`src/rtl/control_unit.sv`:
```
// K&S processor control unit: multi-cycle Moore sequencer for the data path.
// Also hosts the instruction decode type shared with data_path.
//
// state        | meaning
// -------------+-------------------------------------------------------
// FETCH_ADDR   | PC presented to RAM address register
// FETCH_WAIT   | RAM read latency
// FETCH_LOAD   | IR <= mem[PC], PC <= PC+1
// DECODE       | select execute path; retire count bumps (except HALT)
// LD_ADDR      | operand address to RAM
// LD_WAIT      | RAM read latency
// LD_WB        | register <= RAM data
// ST_ADDR      | operand address to RAM
// ST_WR        | single-cycle RAM write
// MOVE         | register copy through ALU (OR), flags untouched
// ALU          | ADD/SUB/AND/OR with flag update
// JUMP         | PC <= branch target
// HALTED       | stopped until reset

package k_and_s_pkg;
  typedef enum logic [3:0] {
    I_NOP    = 4'd0,
    I_LOAD   = 4'd1,
    I_STORE  = 4'd2,
    I_MOVE   = 4'd3,
    I_ADD    = 4'd4,
    I_SUB    = 4'd5,
    I_AND    = 4'd6,
    I_OR     = 4'd7,
    I_BRANCH = 4'd8,
    I_BZERO  = 4'd9,
    I_BNEG   = 4'd10,
    I_HALT   = 4'd11
  } decoded_instruction_type;
endpackage

module control_unit
  import k_and_s_pkg::*;
#(
  parameter int CNT_W = 16
) (
  input  logic                    clk,
  input  logic                    rst_n,
  input  decoded_instruction_type decoded_instruction,
  input  logic                    zero_op,
  input  logic                    neg_op,
  input  logic                    unsigned_overflow,
  input  logic                    signed_overflow,
  output logic                    branch,
  output logic                    pc_enable,
  output logic                    ir_enable,
  output logic                    addr_sel,
  output logic                    c_sel,
  output logic [1:0]              operation,
  output logic                    write_reg_enable,
  output logic                    flags_reg_enable,
  output logic                    ram_write_enable,
  output logic                    halt,
  output logic [CNT_W-1:0]        instr_count
);

  typedef enum logic [3:0] {
    S_FETCH_ADDR,
    S_FETCH_WAIT,
    S_FETCH_LOAD,
    S_DECODE,
    S_LD_ADDR,
    S_LD_WAIT,
    S_LD_WB,
    S_ST_ADDR,
    S_ST_WR,
    S_MOVE,
    S_ALU,
    S_JUMP,
    S_HALTED
  } state_t;

  state_t           r_state;
  state_t           w_next_state;
  logic [CNT_W-1:0] r_instr_count;
  logic             w_retire;
  logic             w_unused_flags;

  // Overflow flags do not steer sequencing; they exist only for port symmetry.
  assign w_unused_flags = unsigned_overflow ^ signed_overflow;

  assign w_retire    = (r_state == S_DECODE) && (decoded_instruction != I_HALT);
  assign instr_count = r_instr_count;

  // State register; reset lands in FETCH_ADDR whose outputs are all zero.
  always_ff @(posedge clk or negedge rst_n) begin
    if (!rst_n) begin
      r_state <= S_FETCH_ADDR;
    end else begin
      r_state <= w_next_state;
    end
  end

  // Retired-instruction counter, frozen while halted, wraps naturally.
  always_ff @(posedge clk or negedge rst_n) begin
    if (!rst_n) begin
      r_instr_count <= '0;
    end else if (w_retire) begin
      r_instr_count <= r_instr_count + {{(CNT_W-1){1'b0}}, 1'b1};
    end
  end

  // Next-state selection and Moore output decode.
  always_comb begin
    w_next_state     = S_FETCH_ADDR;
    branch           = 1'b0;
    pc_enable        = 1'b0;
    ir_enable        = 1'b0;
    addr_sel         = 1'b0;
    c_sel            = 1'b0;
    operation        = 2'b00;
    write_reg_enable = 1'b0;
    flags_reg_enable = 1'b0;
    ram_write_enable = 1'b0;
    halt             = 1'b0;
    case (r_state)
      S_FETCH_ADDR: w_next_state = S_FETCH_WAIT;
      S_FETCH_WAIT: w_next_state = S_FETCH_LOAD;
      S_FETCH_LOAD: begin
        ir_enable    = 1'b1;
        pc_enable    = 1'b1;
        w_next_state = S_DECODE;
      end
      S_DECODE: begin
        case (decoded_instruction)
          I_LOAD:                     w_next_state = S_LD_ADDR;
          I_STORE:                    w_next_state = S_ST_ADDR;
          I_MOVE:                     w_next_state = S_MOVE;
          I_ADD, I_SUB, I_AND, I_OR:  w_next_state = S_ALU;
          I_BRANCH:                   w_next_state = S_JUMP;
          I_BZERO:  w_next_state = zero_op ? S_JUMP : S_FETCH_ADDR;
          I_BNEG:   w_next_state = neg_op  ? S_JUMP : S_FETCH_ADDR;
          I_HALT:                     w_next_state = S_HALTED;
          default:                    w_next_state = S_FETCH_ADDR;
        endcase
      end
      S_LD_ADDR: begin
        addr_sel     = 1'b1;
        w_next_state = S_LD_WAIT;
      end
      S_LD_WAIT: begin
        addr_sel     = 1'b1;
        w_next_state = S_LD_WB;
      end
      S_LD_WB: begin
        addr_sel         = 1'b1;
        c_sel            = 1'b1;
        write_reg_enable = 1'b1;
      end
      S_ST_ADDR: begin
        addr_sel     = 1'b1;
        w_next_state = S_ST_WR;
      end
      S_ST_WR: begin
        addr_sel         = 1'b1;
        ram_write_enable = 1'b1;
      end
      S_MOVE: write_reg_enable = 1'b1;
      S_ALU: begin
        write_reg_enable = 1'b1;
        flags_reg_enable = 1'b1;
        case (decoded_instruction)
          I_ADD:   operation = 2'b01;
          I_SUB:   operation = 2'b10;
          I_AND:   operation = 2'b11;
          default: operation = 2'b00;
        endcase
      end
      S_JUMP: begin
        pc_enable = 1'b1;
        branch    = 1'b1;
      end
      S_HALTED: begin
        halt         = 1'b1;
        w_next_state = S_HALTED;
      end
      default: w_next_state = S_FETCH_ADDR;
    endcase
  end

endmodule

```
`config.mk`:
```
export PLATFORM = sky130hd
export DESIGN_NAME = control_unit
export DESIGN_NICKNAME = d
export VERILOG_FILES = /design/src/rtl/control_unit.sv
export SDC_FILE = /design/constraint.sdc
export NUM_CORES = 1
export LEC_CHECK = 0
export ABC_AREA = 1
export CELL_PAD_IN_SITES_DETAIL_PLACEMENT = 1
export CELL_PAD_IN_SITES_GLOBAL_PLACEMENT = 1
export CORE_MARGIN = 4
export CORE_UTILIZATION = 33
export CTS_BUF_LIST = sky130_fd_sc_hd__clkbuf_16
export DETAILED_ROUTE_END_ITERATION = 16
export GPL_TIMING_DRIVEN = 0
export PLACE_DENSITY = 0.81
export SETUP_SLACK_MARGIN = 0.1
export SLEW_MARGIN = 5
export SYNTH_ARGS = -nofsm -noshare
export SYNTH_HDL_FRONTEND = slang
export SYNTH_SLANG_ARGS = --single-unit
```
`constraint.sdc`:
```
create_clock -name clk -period 1.5 [get_ports clk]
set_input_delay 0.15 -clock clk [delete_from_list [all_inputs] [get_ports clk]]
set_output_delay 0.15 -clock clk [all_outputs]
set_load 0.01 [all_outputs]
```
==> impl_metrics.csv, run 1 <==
group,metric,value,unit
status,status,"finished, violations left",
status,failed_checks,"setup timing",
place,dpl.hpwl,2980,um
drt,num_vias,1535,
layout,fin_area,2060,um^2
critical_path,criticalPathCategory,"reg -> out",
sta,finalCriticalPeriod,1.51,ns
clock_network,htreeDepth,1,
critical_path,worstSetupStartpoint,"r_state[1]$_DFF_PN0_",
synthesis,yosysSeqAreaShare,36.6,%
grt,grtUsageTotal,16.4,%
drt,drt_wl_total,4380,um
place,gp_congestion,0.784,
place,portBuffers,34,
clock_network,cts_buffers,3,
synthesis,synth_edf_count,0,
synthesis,syn_inst,201,
critical_path,slowest_stage,"dfrtp_2",
power,power.leakage,0.958,nW
layout,nets,265,
critical_path,r2r_setup_slack,0.15,ns
critical_path,endpoint_kind,"output pin",
critical_path,cp.arrival,1.36,ns
critical_path,cpPeakStageDelay,0.41,ns
power,power_density,1760,nW/um^2
drt,drc,0,
grt,grt_pass1_wl,6870,um
clock_network,cts.clk_slew.worst_paths,0.06,ns
synthesis,ys.flop_type,"dfrtp_1",
clock_network,cts_hold_buf,0,
sta,hold_viol,0,
floorplan,num_rows,23,
sta,finalCritPeriodShare,101,%
sta,slew_violations,0,
drt,drt_first_iter_violations,74,
sta,rsz0062_at_grt,"true",
clock_network,numClockSinks,20,
synthesis,ys_warn_count,0,
drt,dr.pass1.iters,4,
floorplan,die-area,5240,um^2
floorplan,die_w,72.4,um
grt,grt_max_degree,21,
flow_run,cap_viol_max_count,0,
sta,fin_skew,0.00228,ns
layout,syn2layout_area_growth,50.4,%
clock_network,clock_latency,0.25,ns
clock_network,clockBufferDepth,2,
sta,setup_tns,-0.0141,ns
synthesis,synth_area,1370,um^2
critical_path,reg2reg_from,"r_state[3]$_DFF_PN0_",
sta,maxSlewHeadroom,37.6,%
floorplan,coreArea,4000,um^2
grt,overflow,0,
sta,fmax,660,MHz
synthesis,syn_nets,212,
critical_path,cp-start-kind,"flip-flop",
clock_network,tritoncts,"built",
grt,antenna_found_initial,0,
worst_hold_path,hold_class,"in -> async",
layout,diodes,0,
grt,grt_pass1_vias,1484,
critical_path,cp_cell_sequence,"buf_4 > nand2_8 > o22ai_1 > clkdlybuf4s15_2",
synthesis,async_flop_share,100,%
drt,drt-wirelength-per-cell,14.5,um
clock_network,root_buffer,"clkbuf_16",
power,vdd_drop_max,0.745,mV
power,power,3.63,mW
critical_path,crit_fanout,4,
synthesis,synth_cell_types,24,
synthesis,syn_avg_cell_area,6.81,um^2
critical_path,required,1.35,ns
sta,finalSetupViolCount,1,
sta,worstMarginPinSlew,0.933,ns
floorplan,ios,37,
floorplan,start_util,34.2,%
drt,final_antenna_net_count,0,
drt,routed_via_density,5.07,
sta,setup_slack,-0.0141,ns
synthesis,ys_ff_latch,20,
floorplan,die_h,72.4,um
place,place_area,1770,um^2
layout,drive_above_1_share,30.8,%
path summary, 6_finish.rpt:
path,cells past startpoint,to
max,4,pc_enable
min,1,instr_count[9]$_DFFE_PN0P_
max reg2reg,8,instr_count[4]$_DFFE_PN0P_
min reg2reg,1,instr_count[3]$_DFFE_PN0P_
max in group asynchronous,1,instr_count[13]$_DFFE_PN0P_
min in group clk,1,instr_count[3]$_DFFE_PN0P_
kinds of logic (layout without fill, tap and decap cells):
logic type	after synthesis	after routing	synth area share, %
buffers and inverters	31	83	9.41
AOI/OAI and AO/OA	24	24	9.51
DFF	20	20	36.6
adders and majority gates	1	1	0.914
and+or+nand+nor	119	119	39.8
xor gates and xnor gates	6	6	3.84
layout by cell type, fill, tap and decap left out, types with 2 or more instances in the layout:
cell type / Yosys / layout
dlymetal6s2s_1: 0 / 4
o211ai_1: 2 / 2
nor2_8: 2 / 2
clkinv_1: 1 / 2
nor2_4: 1 / 5
nor2_2: 3 / 9
nand2_8: 1 / 2
nand2_1: 68 / 65
inv_2: 5 / 9
buf_2: 0 / 7
nor2_1: 28 / 18
nand2_2: 3 / 4
clkbuf_16: 0 / 3
xor2_1: 6 / 6
buf_4: 0 / 13
o21ai_0: 7 / 7
o21ai_1: 8 / 8
dfrtp_1: 20 / 9
clkdlybuf4s15_2: 0 / 2
nand4_1: 4 / 4
dfrtp_2: 0 / 11
nand3_1: 8 / 7
clkdlybuf4s50_1: 0 / 19
inv_1: 23 / 18
a21oi_1: 5 / 4
report_power, final:
part | internal (mW) | switching (mW)
combinational | 0.919 | 1.11
sequential | 0.757 | 0.265
clock | 0.356 | 0.218
total | 2.03 | 1.59
per-layer routing:
| metal | GRT usage [%] | share of wire (%) | wire [um] | vias up |
|---|---|---|---|---|
| li1 | - | - | - | 728 |
| met1 | 20.3 | 42 | 1830 | 752 |
| met2 | 29.3 | 51 | 2250 | 47 |
| met3 | 2.49 | 4.8 | 212 | 8 |
| met4 | 4.92 | 2.2 | 96 | 0 |
| met5 | 0 | 0 | 0 | - |
worst max-delay path: cells and delay by family (launching register included):
kind / cells / cell delay [ns]
compound gates: 1 / 0.21
buf+inv: 2 / 0.42
flops: 1 / 0.41
simple gates: 1 / 0.07
flip-flops by register name, indices dropped and copies added (netlist names):
register	flops
instr_count	16
r_state	4
synthesized netlist by cell type, types with 2 or more instances:
master,n,area [um^2]
xor2_1,6,52.6
nand2_1,68,255
o21ai_0,7,35.0
inv_1,23,86.3
nor2_8,2,40.0
a21oi_1,5,25.0
nand2_2,3,18.8
nand4_1,4,25.0
dfrtp_1,20,500
o21ai_1,8,40.0
nand3_1,8,40.0
inv_2,5,18.8
nor2_2,3,18.8
o211ai_1,2,15.0
nor2_1,28,105
final cells by class:
| class | instances | area (um^2) |
|---|---|---|
| plain buffers | 1 | 11.3 |
| clock buffers | 3 | 75.1 |
| clock inverters | 1 | 3.75 |
| fillers | 516 | 1940 |
| inverters | 30 | 123 |
| multi-input cells | 150 | 840 |
| flip-flops and latches | 20 | 514 |
| well taps | 50 | 62.6 |
| repair buffers | 48 | 429 |
per-stage QoR:
stage / setup WS, ns / std cells / hold WS (ns) / utilization, %
after CTS: 0.00176 / 297 / 0.458 / 48.7
final: -0.0141 / 303 / 0.418 / 51.5
after global placement: -0.207 / 285 / 0.520 / 44.3
after global routing: -0.0680 / 303 / 0.484 / 51.5
after floorplan: 0.206 / 201 / -0.146 / -
after detailed placement: -0.220 / 285 / 0.531 / 44.3
timing repair:
item                                    CTS  global route
resized for setup                        48            37
endpoints found under the setup margin   17            34
buffers inserted                          8             6
pin swaps                                 2             3
gates cloned                              0             0
(Power assumes the default switching activity.)
==> run 2, diff against run 1 <==
ABC_AREA = not set   (was 1)
CORE_UTILIZATION = 27   (was 33)
PLACE_DENSITY = 0.67   (was 0.81)
==> run 2 against run 1 <==
Compared with the run above:
- the flow still finishes with violations (setup timing)
- hold slack got worse by 0.080 ns
- synthesized cell count fell by 42%
- setup slack got worse by 0.059 ns
- clock power shrank 6.4%
- via count is 33% lower
- non-clock buffer count rose by 1
- critical path type is now reg -> reg
- total power fell by 28%
- maximum frequency is 3.7% lower
- die area increased by 2.6%
- sequential share of layout area rose by 2.8 points
==> impl_metrics.csv, run 2 <==
group,metric,value,unit
critical_path,criticalPathCategory,"reg -> reg",
critical_path,r2r-end,"instr_count[5]$_DFFE_PN0P_",
floorplan,coreArea,4060,um^2
synthesis,syn_nets,128,
sta,finalCriticalPeriod,1.57,ns
power,vdd_drop_max,1.03,mV
power,p_comb_share,48.8,%
layout,mostFrequentLayoutCells,"clkdlybuf4s50_1 (16), dfrtp_1 (14), buf_4 (11)",
synthesis,netlist_top_cells_count,"dfrtp_1 (20), nand2_1 (9), xnor2_1 (9)",
sta,maxSlewHeadroom,39.1,%
sta,fmax,636,MHz
synthesis,synth.top_cells.by_area,"dfrtp_1 (43%), xnor2_1 (6.8%), xor2_1 (4.6%)",
worst_hold_path,hold_depth,3,
synthesis,synth_cell_types,39,
drt,drt_wl_total,3260,um
synthesis,syn_inst,117,
synthesis,async_flop_share,100,%
floorplan,ios,37,
critical_path,endpoint_kind,"flip-flop",
status,failed_checks,"setup timing",
power,power_switching,0.929,mW
floorplan,die_h,73.3,um
clock_network,cts.clk_slew.worst_paths,0.05,ns
synthesis,yosysMostFrequentCell,"dfrtp_1",
layout,nets,177,
clock_network,cts_buffers,3,
place,portBuffers,32,
sta,finalCritPeriodShare,105,%
synthesis,ys_warn_count,0,
synthesis,synth_area,1150,um^2
power,power,2.61,mW
clock_network,root_buffer,"clkbuf_16",
layout,syn2layout_area_growth,58.4,%
sta,rsz0062_at_grt,"true",
sta,slew_violations,0,
drt,final_antenna_net_count,0,
floorplan,num_rows,23,
sta,setup_slack,-0.0729,ns
synthesis,yosysTopAreaCell,"dfrtp_1",
synthesis,syn_avg_cell_area,9.85,um^2
critical_path,reg2reg_from,"r_state[3]$_DFF_PN0_",
drt,drc,0,
grt,antenna_found_initial,0,
clock_network,clockBufferDepth,2,
grt,grt_pass1_wl,5650,um
power,power_density,1430,nW/um^2
layout,layout_commonest_cell,"clkdlybuf4s50_1",
floorplan,die-area,5380,um^2
synthesis,yosysSeqAreaShare,43.4,%
drt,routed_via_density,4.78,
critical_path,cp.arrival,1.75,ns
layout,diodes,0,
worst_hold_path,min_from,"decoded_instruction[3]",
floorplan,start_util,28.4,%
flow_run,cap_viol_max_count,0,
critical_path,crit_fanout,7,
critical_path,reg2regPathDepth,6,
power,p_int,1.68,mW
critical_path,cp-start-kind,"flip-flop",
grt,grt_pass1_vias,1156,
clock_network,tritoncts,"built",
worst_hold_path,min_to,"r_state[3]$_DFF_PN0_",
layout,largest_reg_flops,16,
clock_network,clock_latency,0.25,ns
power,power.leakage,0.825,nW
drt,dr.pass1.iters,4,
place,dpl.hpwl,2110,um
floorplan,die_w,73.3,um
sta,hold_viol,0,
worst_hold_path,hold_class,"in -> reg",
grt,grt_max_degree,21,
power,power_frac_seq,30.6,%
drt,drt-wirelength-per-cell,15.1,um
layout,drive_above_1_share,41.8,%
drt,num_vias,1027,
critical_path,r2r_setup_slack,-0.07,ns
critical_path,required,1.68,ns
sta,fin_skew,0.00416,ns
sta,whs,0.338,ns
place,dp_slack,-0.348,ns
grt,grtUsageTotal,13.3,%
synthesis,ys_ff_latch,20,
power,power_frac_clock,20.6,%
layout,n_fill_cell,450,
sta,worstMarginPinSlew,0.910,ns
synthesis,synth_edf_count,0,
sta,finalSetupViolCount,11,
clock_network,htreeDepth,1,
grt,overflow,0,
clock_network,numClockSinks,20,
drt,drt_first_iter_violations,25,
power,p_sw_share,35.6,%
status,status,"finished, violations left",
synthesis,ys.flop_type,"dfrtp_1",
synthesis,synth_top_cell_area_share,43.4,%
place,gp_congestion,0.750,
-- run 2: worst max-delay path by stage --
stage                                      start                    endpoint  slack (ns)
after floorplan             r_state[3]$_DFF_PN0_  instr_count[5]$_DFFE_PN0P_       -0.01
after global placement    decoded_instruction[1]  instr_count[5]$_DFFE_PN0P_       -0.32
after detailed placement    r_state[2]$_DFF_PN0_                operation[1]       -0.35
after CTS                   r_state[3]$_DFF_PN0_  instr_count[5]$_DFFE_PN0P_       -0.09
after global routing        r_state[3]$_DFF_PN0_  instr_count[5]$_DFFE_PN0P_       -0.15
final                       r_state[3]$_DFF_PN0_  instr_count[5]$_DFFE_PN0P_       -0.07
-- run 2: critical path, stage by stage, from the launching register on --
cell and delay [ns]:
dfrtp_1 0.37, buf_6 0.12, and4bb_4 0.32, and4_1 0.21, buf_6 0.13, and4_4 0.24, xor2_2 0.12
-- run 2: metal layers --
layer | part of all wire [%] | track usage (%) | up-vias
met3 | 1.9 | 2.05 | 2
li1 | - | - | 508
met1 | 43 | 15.9 | 505
met5 | 0 | 0 | -
met2 | 55 | 24.9 | 12
met4 | 0.95 | 2.41 | 0
-- run 2: cell families (layout without fill, tap and decap cells) --
logic type / Yosys count / in the layout / synth area share, %
adder cells (fa/ha/maj): 1 / 1 / 1.09
AND/OR/NAND/NOR: 53 / 53 / 27.3
XOR/XNOR: 16 / 16 / 12.8
flip-flops: 20 / 20 / 43.4
buffers and inverters: 10 / 58 / 4.56
AO/OA/AOI/OAI: 16 / 16 / 9.88
multiplexers: 1 / 1 / 0.977
-- run 2: stage by stage --
step	utilization [%]	TNS (ns)	std cells	instance area, um^2
2_1_floorplan	-	-0.00994	117	1150
3_3_place_gp	37.9	-3.32	199	1540
3_5_place_dp	37.9	-3.84	199	1540
4_1_cts	42.9	-0.442	211	1740
5_1_grt	45.0	-1.79	215	1830
6_report	45.0	-0.517	215	1830
-- run 2: layout make-up --
class	count	area [um^2]	area share, %
Inverter	4	15.0	0.822
Timing Repair Buffer	44	397	21.7
Clock buffer	3	75.1	4.11
Buffer	6	57.6	3.15
Multi-Input combinational cell	87	707	38.7
Clock inverter	1	3.75	0.206
Sequential cell	20	508	27.8
Tap cell	50	62.6	3.43
-- run 2: timing repair --
item,4_1_cts,5_1_grt
resized for setup,70,20
setup endpoints to repair,29,33
endpoints found under the hold margin,0,0
hold buffers,0,0
pin swaps,5,7
buffers inserted,8,4
-- run 2: power by group through the flow --
stage	Clock, mW	Sequential [mW]	Combinational [mW]
after floorplan	0	0.802	0.532
after CTS	0.557	0.796	1.20
after detailed placement	0	0.796	0.965
final	0.537	0.797	1.27
after global placement	0	0.790	0.940
after global routing	0.573	0.814	1.37
